==> config.mk <==
export PLATFORM = sky130hd
export DESIGN_NAME = apb_req_master
export DESIGN_NICKNAME = d
export VERILOG_FILES = /design/src/rtl/apb_pkg.sv /design/src/rtl/apb_req_fifo.sv /design/src/rtl/apb_req_master.sv
export SDC_FILE = /design/constraint.sdc
export NUM_CORES = 1
export LEC_CHECK = 0
export BUFFER_PORTS_ARGS = -buffer_cell sky130_fd_sc_hd__buf_4
export CORE_MARGIN = 2
export CORE_UTILIZATION = 59
export DETAILED_ROUTE_END_ITERATION = 10
export PLACE_DENSITY = 0.95
export RECOVER_POWER = 100
export SLEW_MARGIN = 20
export SYNTH_ARGS = -nofsm -noshare
export SYNTH_HDL_FRONTEND = slang
export SYNTH_SLANG_ARGS = --single-unit
==> constraint.sdc <==
create_clock -name PCLK -period 9.15 [get_ports PCLK]
set_clock_uncertainty 0.2 [all_clocks]
set_input_delay 1.3725 -clock PCLK [delete_from_list [all_inputs] [get_ports PCLK]]
set_output_delay 1.3725 -clock PCLK [all_outputs]
set_load 0.005 [all_outputs]
==> src/rtl/apb_pkg.sv <==
// Shared request/state types for the APB requester; types only, no latency, no flow control.
package apb_pkg;

    localparam int APB_ADDR_W = 32;
    localparam int APB_DATA_W = 32;
    localparam int STRB_W     = APB_DATA_W / 8;

    typedef struct packed {
        logic                  write;
        logic [APB_ADDR_W-1:0] addr;
        logic [STRB_W-1:0]     strb;
        logic [APB_DATA_W-1:0] wdata;
    } apb_req_t;

    typedef enum logic [1:0] {
        IDLE,
        SETUP,
        ACCESS
    } apb_state_e;

endpackage

==> src/rtl/apb_req_fifo.sv <==
// Request FIFO; an entry becomes poppable two edges after its push (one-cycle visibility lag).
// Backpressure: full reflects every stored entry, so a same-cycle pop never frees a slot early.
module apb_req_fifo
    import apb_pkg::*;
#(
    parameter int DEPTH = 2
) (
    input  logic     PCLK,
    input  logic     PRESET,
    input  logic     push_vld,
    input  apb_req_t push_dat,
    input  logic     pop_vld,
    output apb_req_t pop_dat,
    output logic     full,
    output logic     empty
);

    localparam int PTR_W = $clog2(DEPTH);
    localparam logic [PTR_W:0] PTR_ONE = 1;

    apb_req_t       mem [DEPTH];
    logic [PTR_W:0] wr_ptr;
    logic [PTR_W:0] wr_ptr_vis;
    logic [PTR_W:0] rd_ptr;
    logic           do_push;
    logic           do_pop;

    assign do_push = push_vld && !full;
    assign do_pop  = pop_vld && !empty;

    assign full    = (wr_ptr[PTR_W] != rd_ptr[PTR_W]) &&
                     (wr_ptr[PTR_W-1:0] == rd_ptr[PTR_W-1:0]);
    // empty compares against the lagged write pointer so the consumer sees new entries one cycle late
    assign empty   = (wr_ptr_vis == rd_ptr);
    assign pop_dat = mem[rd_ptr[PTR_W-1:0]];

    always_ff @(posedge PCLK) begin
        if (PRESET) begin
            wr_ptr     <= '0;
            wr_ptr_vis <= '0;
            rd_ptr     <= '0;
        end else begin
            wr_ptr_vis <= wr_ptr;
            if (do_push) begin
                wr_ptr <= wr_ptr + PTR_ONE;
            end
            if (do_pop) begin
                rd_ptr <= rd_ptr + PTR_ONE;
            end
        end
    end

    always_ff @(posedge PCLK) begin
        if (do_push) begin
            mem[wr_ptr[PTR_W-1:0]] <= push_dat;
        end
    end

endmodule

==> src/rtl/apb_req_master.sv <==
// APB4 requester: one transfer in flight, handshake->PSEL 2 cycles, ->rsp 4 cycles plus wait states.
// Backpressure: req_ready drops when the FIFO is full; no new transfer starts while a response is unaccepted.
module apb_req_master
    import apb_pkg::*;
#(
    parameter int ADDR_W    = APB_ADDR_W,
    parameter int DATA_W    = APB_DATA_W,
    parameter int REQ_DEPTH = 2,
    parameter int TIMEOUT   = 16
) (
    input  logic                PCLK,
    input  logic                PRESET,
    input  logic                req_valid,
    output logic                req_ready,
    input  logic                req_write,
    input  logic [ADDR_W-1:0]   req_addr,
    input  logic [DATA_W/8-1:0] req_strb,
    input  logic [DATA_W-1:0]   req_wdata,
    output logic                rsp_valid,
    input  logic                rsp_ready,
    output logic [DATA_W-1:0]   rsp_rdata,
    output logic                rsp_err,
    output logic                PSEL,
    output logic                PENABLE,
    output logic                PWRITE,
    output logic [ADDR_W-1:0]   PADDR,
    output logic [DATA_W/8-1:0] PSTRB,
    output logic [DATA_W-1:0]   PWDATA,
    input  logic [DATA_W-1:0]   PRDATA,
    input  logic                PREADY
);

    localparam int CNT_W = $clog2(TIMEOUT);
    localparam logic [CNT_W-1:0] CNT_ONE  = 1;
    localparam logic [CNT_W-1:0] CNT_LAST = CNT_W'(TIMEOUT - 1);

    apb_state_e          state_q, state_d;
    logic [CNT_W-1:0]    cnt_q, cnt_d;
    logic                psel_d, penable_d, pwrite_d;
    logic [ADDR_W-1:0]   paddr_d;
    logic [DATA_W/8-1:0] pstrb_d;
    logic [DATA_W-1:0]   pwdata_d;
    logic                rsp_valid_d, rsp_err_d;
    logic [DATA_W-1:0]   rsp_rdata_d;

    apb_req_t            fifo_in;
    apb_req_t            fifo_out;
    logic                fifo_full;
    logic                fifo_empty;
    logic                fifo_pop;

    assign fifo_in   = '{write: req_write, addr: req_addr, strb: req_strb, wdata: req_wdata};
    assign req_ready = !fifo_full;

    apb_req_fifo #(
        .DEPTH (REQ_DEPTH)
    ) u_fifo (
        .PCLK     (PCLK),
        .PRESET   (PRESET),
        .push_vld (req_valid && req_ready),
        .push_dat (fifo_in),
        .pop_vld  (fifo_pop),
        .pop_dat  (fifo_out),
        .full     (fifo_full),
        .empty    (fifo_empty)
    );

    always_comb begin
        state_d     = state_q;
        cnt_d       = cnt_q;
        psel_d      = PSEL;
        penable_d   = PENABLE;
        pwrite_d    = PWRITE;
        paddr_d     = PADDR;
        pstrb_d     = PSTRB;
        pwdata_d    = PWDATA;
        rsp_valid_d = rsp_valid;
        rsp_err_d   = rsp_err;
        rsp_rdata_d = rsp_rdata;
        fifo_pop    = 1'b0;

        if (rsp_valid && rsp_ready) begin
            rsp_valid_d = 1'b0;
        end

        case (state_q)
            IDLE: begin
                // the response slot must be free (or freeing now) so a finished transfer always has a home
                if (!fifo_empty && (!rsp_valid || rsp_ready)) begin
                    fifo_pop  = 1'b1;
                    paddr_d   = fifo_out.addr;
                    pwrite_d  = fifo_out.write;
                    pwdata_d  = fifo_out.wdata;
                    pstrb_d   = fifo_out.write ? fifo_out.strb : '0;
                    psel_d    = 1'b1;
                    penable_d = 1'b0;
                    state_d   = SETUP;
                end
            end
            SETUP: begin
                penable_d = 1'b1;
                cnt_d     = '0;
                state_d   = ACCESS;
            end
            ACCESS: begin
                if (PREADY) begin
                    psel_d      = 1'b0;
                    penable_d   = 1'b0;
                    rsp_valid_d = 1'b1;
                    rsp_err_d   = 1'b0;
                    rsp_rdata_d = PWRITE ? '0 : PRDATA;
                    state_d     = IDLE;
                end else if (cnt_q == CNT_LAST) begin
                    psel_d      = 1'b0;
                    penable_d   = 1'b0;
                    rsp_valid_d = 1'b1;
                    rsp_err_d   = 1'b1;
                    rsp_rdata_d = '0;
                    state_d     = IDLE;
                end else begin
                    cnt_d = cnt_q + CNT_ONE;
                end
            end
            default: begin
                state_d = IDLE;
            end
        endcase
    end

    always_ff @(posedge PCLK) begin
        if (PRESET) begin
            state_q   <= IDLE;
            cnt_q     <= '0;
            PSEL      <= 1'b0;
            PENABLE   <= 1'b0;
            PWRITE    <= 1'b0;
            PADDR     <= '0;
            PSTRB     <= '0;
            PWDATA    <= '0;
            rsp_valid <= 1'b0;
            rsp_err   <= 1'b0;
            rsp_rdata <= '0;
        end else begin
            state_q   <= state_d;
            cnt_q     <= cnt_d;
            PSEL      <= psel_d;
            PENABLE   <= penable_d;
            PWRITE    <= pwrite_d;
            PADDR     <= paddr_d;
            PSTRB     <= pstrb_d;
            PWDATA    <= pwdata_d;
            rsp_valid <= rsp_valid_d;
            rsp_err   <= rsp_err_d;
            rsp_rdata <= rsp_rdata_d;
        end
    end

endmodule

==> metrics, run 1 <==
synthesized flop and latch total 256; fmax 185.2 MHz; vias in the first global route 6499; overall die height 135.2 um; clock tree buffer depth 3; Root Buffer clkbuf_16; Max IR drop VDD 0.2008 mV; Lkg Pwr 0.004683 uW; fin cells 1180; Startpoint Class input pin; htree depth 1; Mapped Nets 850; setup TNS 0 ps; # Max-Cap Violations 3; worst hold path type register to register; Worst-Margin Slew 4011 ps; total power 3417 uW; GRT Residual Overflow 0; I/O pin count 212; Crit Path Max Fanout 96; final setup margin 3749 ps; Post-Syn Area 0.01015 mm^2; synth warn 0; die width 135.2 um; final worst-path cycle share 0.5903; cell count after synthesis 743; die area 0.01827 mm^2; layout cells sized above 1 0.2252; CORE AREA 0.01670 mm^2; worst hold slack 275.0 ps; Fillers 1118; drt total wl 21870 um; Setup CP Type input pin to register; sequential-to-total area share from yosys stat 0.6410; routed vias 6418; DP Wirelength 13410 um; area of the multi-input gates 0.003156 mm^2; Max-slew headroom -1.674; largest net degree at the start of global routing 97; FF/Latch Area 0.006510 mm^2; row count 47; initial core utilization 0.6077; CP Capture Type register; outcome finished, violations left; Port Buf Inserts 211; failing checks capacitance limit, slew limit; dpl ws 5351 ps; Slew Limit Fails 236; Routability Congestion 0.7269; DR WL/cell 18.53 um; Synth area leader edfxtp_1; antenna violations before repair 1; hold buffer count at cts 0; min Tclk post-route 5401 ps; synthesized area per cell 13.66 um^2; Tot GR Track Use 0.2334; final setup vio count 0; PostCTS Resize Cnt 0; worst path arrival time 5590 ps; vias per cell 5.439; Synth area leaders edfxtp_1, dfxtp_1, mux2_4; Iter 0 DRT Violations 323; P&R area growth vs syn 20.64%; Post-CTS Setup Inserts 0; CTS tree built; Final ANT Viol Nets 0; clk sink count 256; PwrDens 279.1 mW/mm^2; RSZ-0062 raised after global routing no; Num CTS Buffers 26; post-synth top area share 0.4083; nets@finish 1046; Clock transition at path regs 60 ps; clock latency at the later pin of the worst-skew pair 510 ps; Critical Path RT 9340 ps; Residual DRC 0; post-synth cell types 35; First-pass DRT Iterations 5; Final Hold Fails 0; first-pass GRT wire length 33510 um; dpl cells 1131
-- flip-flops by register name, summed over array words and instances, names as in the netlist, 2 cells and up, named ones only --
register and cells:
PADDR 32, PSTRB 4, PWDATA 32, cnt_q 4, rsp_rdata 32, state_q 2, u_fifo.mem 138, u_fifo.rd_ptr 2
u_fifo.wr_ptr 2, u_fifo.wr_ptr_vis 2
-- cell usage in the layout (no fill, tap or decap), types with 5 or more instances in the layout --
cell type | Yosys | layout
edfxtp_1 | 138 | 138
clkbuf_4 | 0 | 125
dfxtp_1 | 118 | 117
nor2_1 | 72 | 72
mux2i_1 | 69 | 69
nor2b_1 | 70 | 68
clkbuf_1 | 33 | 64
mux2_1 | 0 | 63
buf_4 | 0 | 39
nand2b_1 | 38 | 38
nand4_1 | 33 | 33
o21ai_0 | 33 | 33
clkbuf_16 | 0 | 27
mux2_2 | 11 | 11
a21oi_1 | 8 | 8
nand3b_1 | 5 | 5
-- worst max-delay path, cell delays in order --
cell      delay, ps
clkbuf_1       2570
buf_4          1010
nor2_1          160
mux2_1          340
-- routing by layer --
layer	vias up	part of all wire	global-route usage
li1	3045	-	-
met1	3104	0.39	0.2799
met2	226	0.51	0.4168
met3	43	0.072	0.05275
met4	0	0.028	0.07928
met5	-	0	0
-- Yosys cell counts --
cell       count
a31oi_1        2
o21ai_0       33
nand3_1        2
or3_1          1
mux2i_1       69
or2_2          1
clkbuf_1      33
edfxtp_1     138
inv_1          4
dfxtp_1      118
xor2_1         1
nand4_1       33
or4_1          1
a211oi_1       2
xnor2_1        3
buf_6          7
nand2_1        3
buf_2          9
o21a_1         1
nor3b_1        2
a21boi_0       1
nand2b_1      38
buf_1          2
a21oi_1        8
nand3b_1       5
mux2_2        11
mux2_4        63
a2111oi_0      3
o211ai_1       3
nor3_1         1
nor2_1        72
a31o_2         1
ha_1           1
a211o_1        1
nor2b_1       70
-- area by class of cell --
cell class | count | share of cell area
Timing Repair Buffer | 219 | 0.1174
Sequential cell | 256 | 0.5317
Clock inverter | 11 | 0.01022
Antenna cell | 1 | 0.0002044
Tap cell | 220 | 0.02248
Inverter | 4 | 0.001226
Clock buffer | 37 | 0.05906
Multi-Input combinational cell | 432 | 0.2577
-- power breakdown --
part | switching [uW] | leakage, uW | internal (uW)
clock network | 414 | 0.000415 | 632
registers | 135 | 0.00225 | 1460
logic | 392 | 0.00201 | 386
-- path summary, 6_finish.rpt --
kind / start / end / slack [ps] / depth (start not counted)
worst min register to register: rsp_rdata[5] / rsp_rdata[5] / 280 / 2
worst min-delay path: rsp_rdata[5] / rsp_rdata[5] / 280 / 2
worst max register to register: u_fifo.rd_ptr[0] / u_fifo.mem[0][0] / 4550 / 4
worst max-delay path: PRESET / PADDR[5] / 3750 / 4
-- kinds of logic (layout without fill, tap and decap cells) --
family | after synthesis | in the layout | share of synthesized area
multiplexers | 143 | 143 | 0.1734
flip-flops | 256 | 256 | 0.6410
XOR/XNOR | 4 | 4 | 0.003452
other | 0 | 1 | 0
buffers and inverters | 55 | 271 | 0.02663
AO/OA/AOI/OAI | 55 | 55 | 0.03094
adder cells (fa/ha/maj) | 1 | 1 | 0.001233
AND/OR/NAND/NOR | 229 | 229 | 0.1233
-- through the flow --
stage                     area [um^2]    util
after global placement          11850  0.7097
after detailed placement        11850  0.7097
final                           12240  0.7331
after CTS                       12700  0.7605
after floorplan                 10150       -
after global routing            12240  0.7331
(Power assumes the default switching activity.)
==> inputs of run 2 (changes only) <==
- ABC_AREA: not set -> 1
- CORE_UTILIZATION: 59 -> 48
- PLACE_DENSITY: 0.95 -> 0.86
- clock period: 9.15 -> 4.8 ns (I/O delays scaled with it)
==> run 2 against run 1 <==
  * The flow still finishes with violations (capacitance limit, slew limit)
  * Global-route usage fell by 5.2 points
  * Routed wire length fell by 12%
  * Area after synthesis fell by 8.6%
  * Clock power rose by 90%
  * Utilization fell by 11 points
  * Design area fell by 4.5%
  * First-iteration DRC count fell by 2.8%
  * Cell count rose by 6.4%
  * Largest power group unchanged
==> metrics, run 2 <==
synthesized flop and latch total 256; most frequent cells in the layout nand2_1, edfxtp_1, clkbuf_4; Largest register FFs 138; commonest cells in the netlist nand2_1, edfxtp_1, dfxtp_1, mux2_2, a21oi_1; Max-slew headroom -0.3697; worst-path cell chain clkbuf_1 > nor2_4 > nand2_1 > nand2_1; outcome finished, violations left; min Tclk post-route 3204 ps; synthesized area per cell 12.11 um^2; CP max stage cell clkbuf_1; first-pass GRT wire length 29300 um; Startpoint Class input pin; Synth area leader edfxtp_1; Setup CP Type input pin to register; clock latency at the later pin of the worst-skew pair 510 ps; worst hold path type input pin to register; Final ANT Viol Nets 0; Main synth FF type edfxtp_1; clock tree buffer depth 3; post-synth top area share 0.4469; Clock transition at path regs 60 ps; total power 6500 uW; # Max-Cap Violations 3; most frequent cell after synthesis nand2_1; Hold Crit Depth 2; Port Buf Inserts 211; GRT Residual Overflow 0; sequential-to-total area share from yosys stat 0.7017; worst r2r path cells 5; final setup vio count 0; Routability Congestion 0.7724; Most common cell on crit path nand2_1; Critical Path Start PRESET; vias per cell 4.910; htree depth 1; layout cells sized above 1 0.2837; failing checks capacitance limit, slew limit; I/O pin count 212; Residual DRC 0; drt total wl 19150 um; Critical Path RT 4990 ps; Worst-Margin Slew 2055 ps; dpl ws 2064 ps; initial core utilization 0.4924; Crit Path Max Fanout 69; Root Buffer clkbuf_16; final setup margin 1596 ps; hold wc startpoint PREADY; overall die height 143.0 um; PwrDens 556.1 mW/mm^2; commonest non-fill, non-tap cell in the layout nand2_1; PostCTS Resize Cnt 0; die area 0.02045 mm^2; Iter 0 DRT Violations 314; DP Wirelength 12330 um; die width 143.0 um; CORE AREA 0.01883 mm^2; P&R area growth vs syn 26.07%; RR Startpoint u_fifo.wr_ptr[0]; DR WL/cell 15.26 um; largest net degree at the start of global routing 75; Final Hold Fails 0; cell count after synthesis 766; routed vias 6162; post-synth cell types 27; CP Capture Type register; Post-CTS Setup Inserts 0; RSZ-0062 raised after global routing no; Synth area leaders edfxtp_1, dfxtp_1, nand2_1; Mapped Nets 873; worst path arrival time 3390 ps; synth warn 0; Lkg Pwr 0.004672 uW; Tot GR Track Use 0.1810; hold buffer count at cts 0; fmax 312.1 MHz; setup TNS 0 ps; nets@finish 1081; Async SR Flop Fraction 0; vias in the first global route 5944; Num CTS Buffers 26; Post-Syn Area 0.009273 mm^2; Slew Limit Fails 185; CTS tree built; final worst-path cycle share 0.6675; CP peak stage delay 1440 ps; row count 50; antenna violations before repair 1; Max IR drop VDD 0.4072 mV; First-pass DRT Iterations 4; clk sink count 256; EDFF count, synth 138
==> run 2: cell count changes after synthesis, sizes merged, moves of 35 or more <==
cell	previous run	this run
a21oi	8	43
mux2i	69	0
nand2	3	269
nand2b	38	0
nor2	72	17
nor2b	70	0
==> run 2: cell type report <==
cell class,instances,area [um^2]
Tap cell,260,325.3
Multi-Input combinational cell,450,2454
Timing Repair Buffer,217,1446
Sequential cell,256,6510
Inverter,23,86.33
Clock inverter,7,87.58
Clock buffer,41,778.2
Antenna cell,1,2.502
Fill cell,1501,7141
==> run 2: power breakdown <==
part,switching [uW],internal (uW)
registers,309,2790
clock network,780,1220
logic,727,679
==> run 2: routing by layer <==
metal  wire length [um]  vias to the layer above  GRT usage  part of all wire
met2               9591                      203     0.3148              0.50
li1                   -                     3004          -                 -
met1               7789                     2924     0.2218              0.41
met5                  0                        -          0                 0
met4                380                        0    0.05472             0.020
met3               1394                       31    0.04661             0.073
==> run 2: worst paths after layout <==
check / to / slack (ps)
worst min-delay path: rsp_err / 190
worst max-delay path: PWDATA[4] / 1600
worst max register to register: u_fifo.mem[1][67] / 1600
worst min register to register: PWDATA[20] / 240
==> run 2: critical path, delay by kind of cell <==
kind	cells	cell delay, ps
and+or+nand+nor	3	1150
buffers and inverters	1	1440
==> run 2: cell families after synthesis <==
kind of cell             count (synthesis)  share of synthesized area
XOR/XNOR                                 5                   0.004724
multiplexers                            64                    0.07772
adder cells (fa/ha/maj)                  1                   0.001349
buffers and inverters                   60                    0.03441
AO/OA/AOI/OAI                           50                    0.02739
flip-flops                             256                     0.7017
AND/OR/NAND/NOR                        330                     0.1527
==> run 2: stage by stage <==
| stage | area, um^2 | instances | hold WS, ps | util |
|---|---|---|---|---|
| 3_5_place_dp | 11010 | 1206 | 233.2 | 0.5849 |
| 4_1_cts | 11880 | 1254 | 165.6 | 0.6308 |
| 3_3_place_gp | 11010 | 1206 | 231.4 | 0.5849 |
| 6_report | 11690 | 1255 | 191.7 | 0.6208 |
| 5_1_grt | 11690 | 1254 | 171.0 | 0.6207 |
| 2_1_floorplan | 9273 | 766 | 241.3 | - |
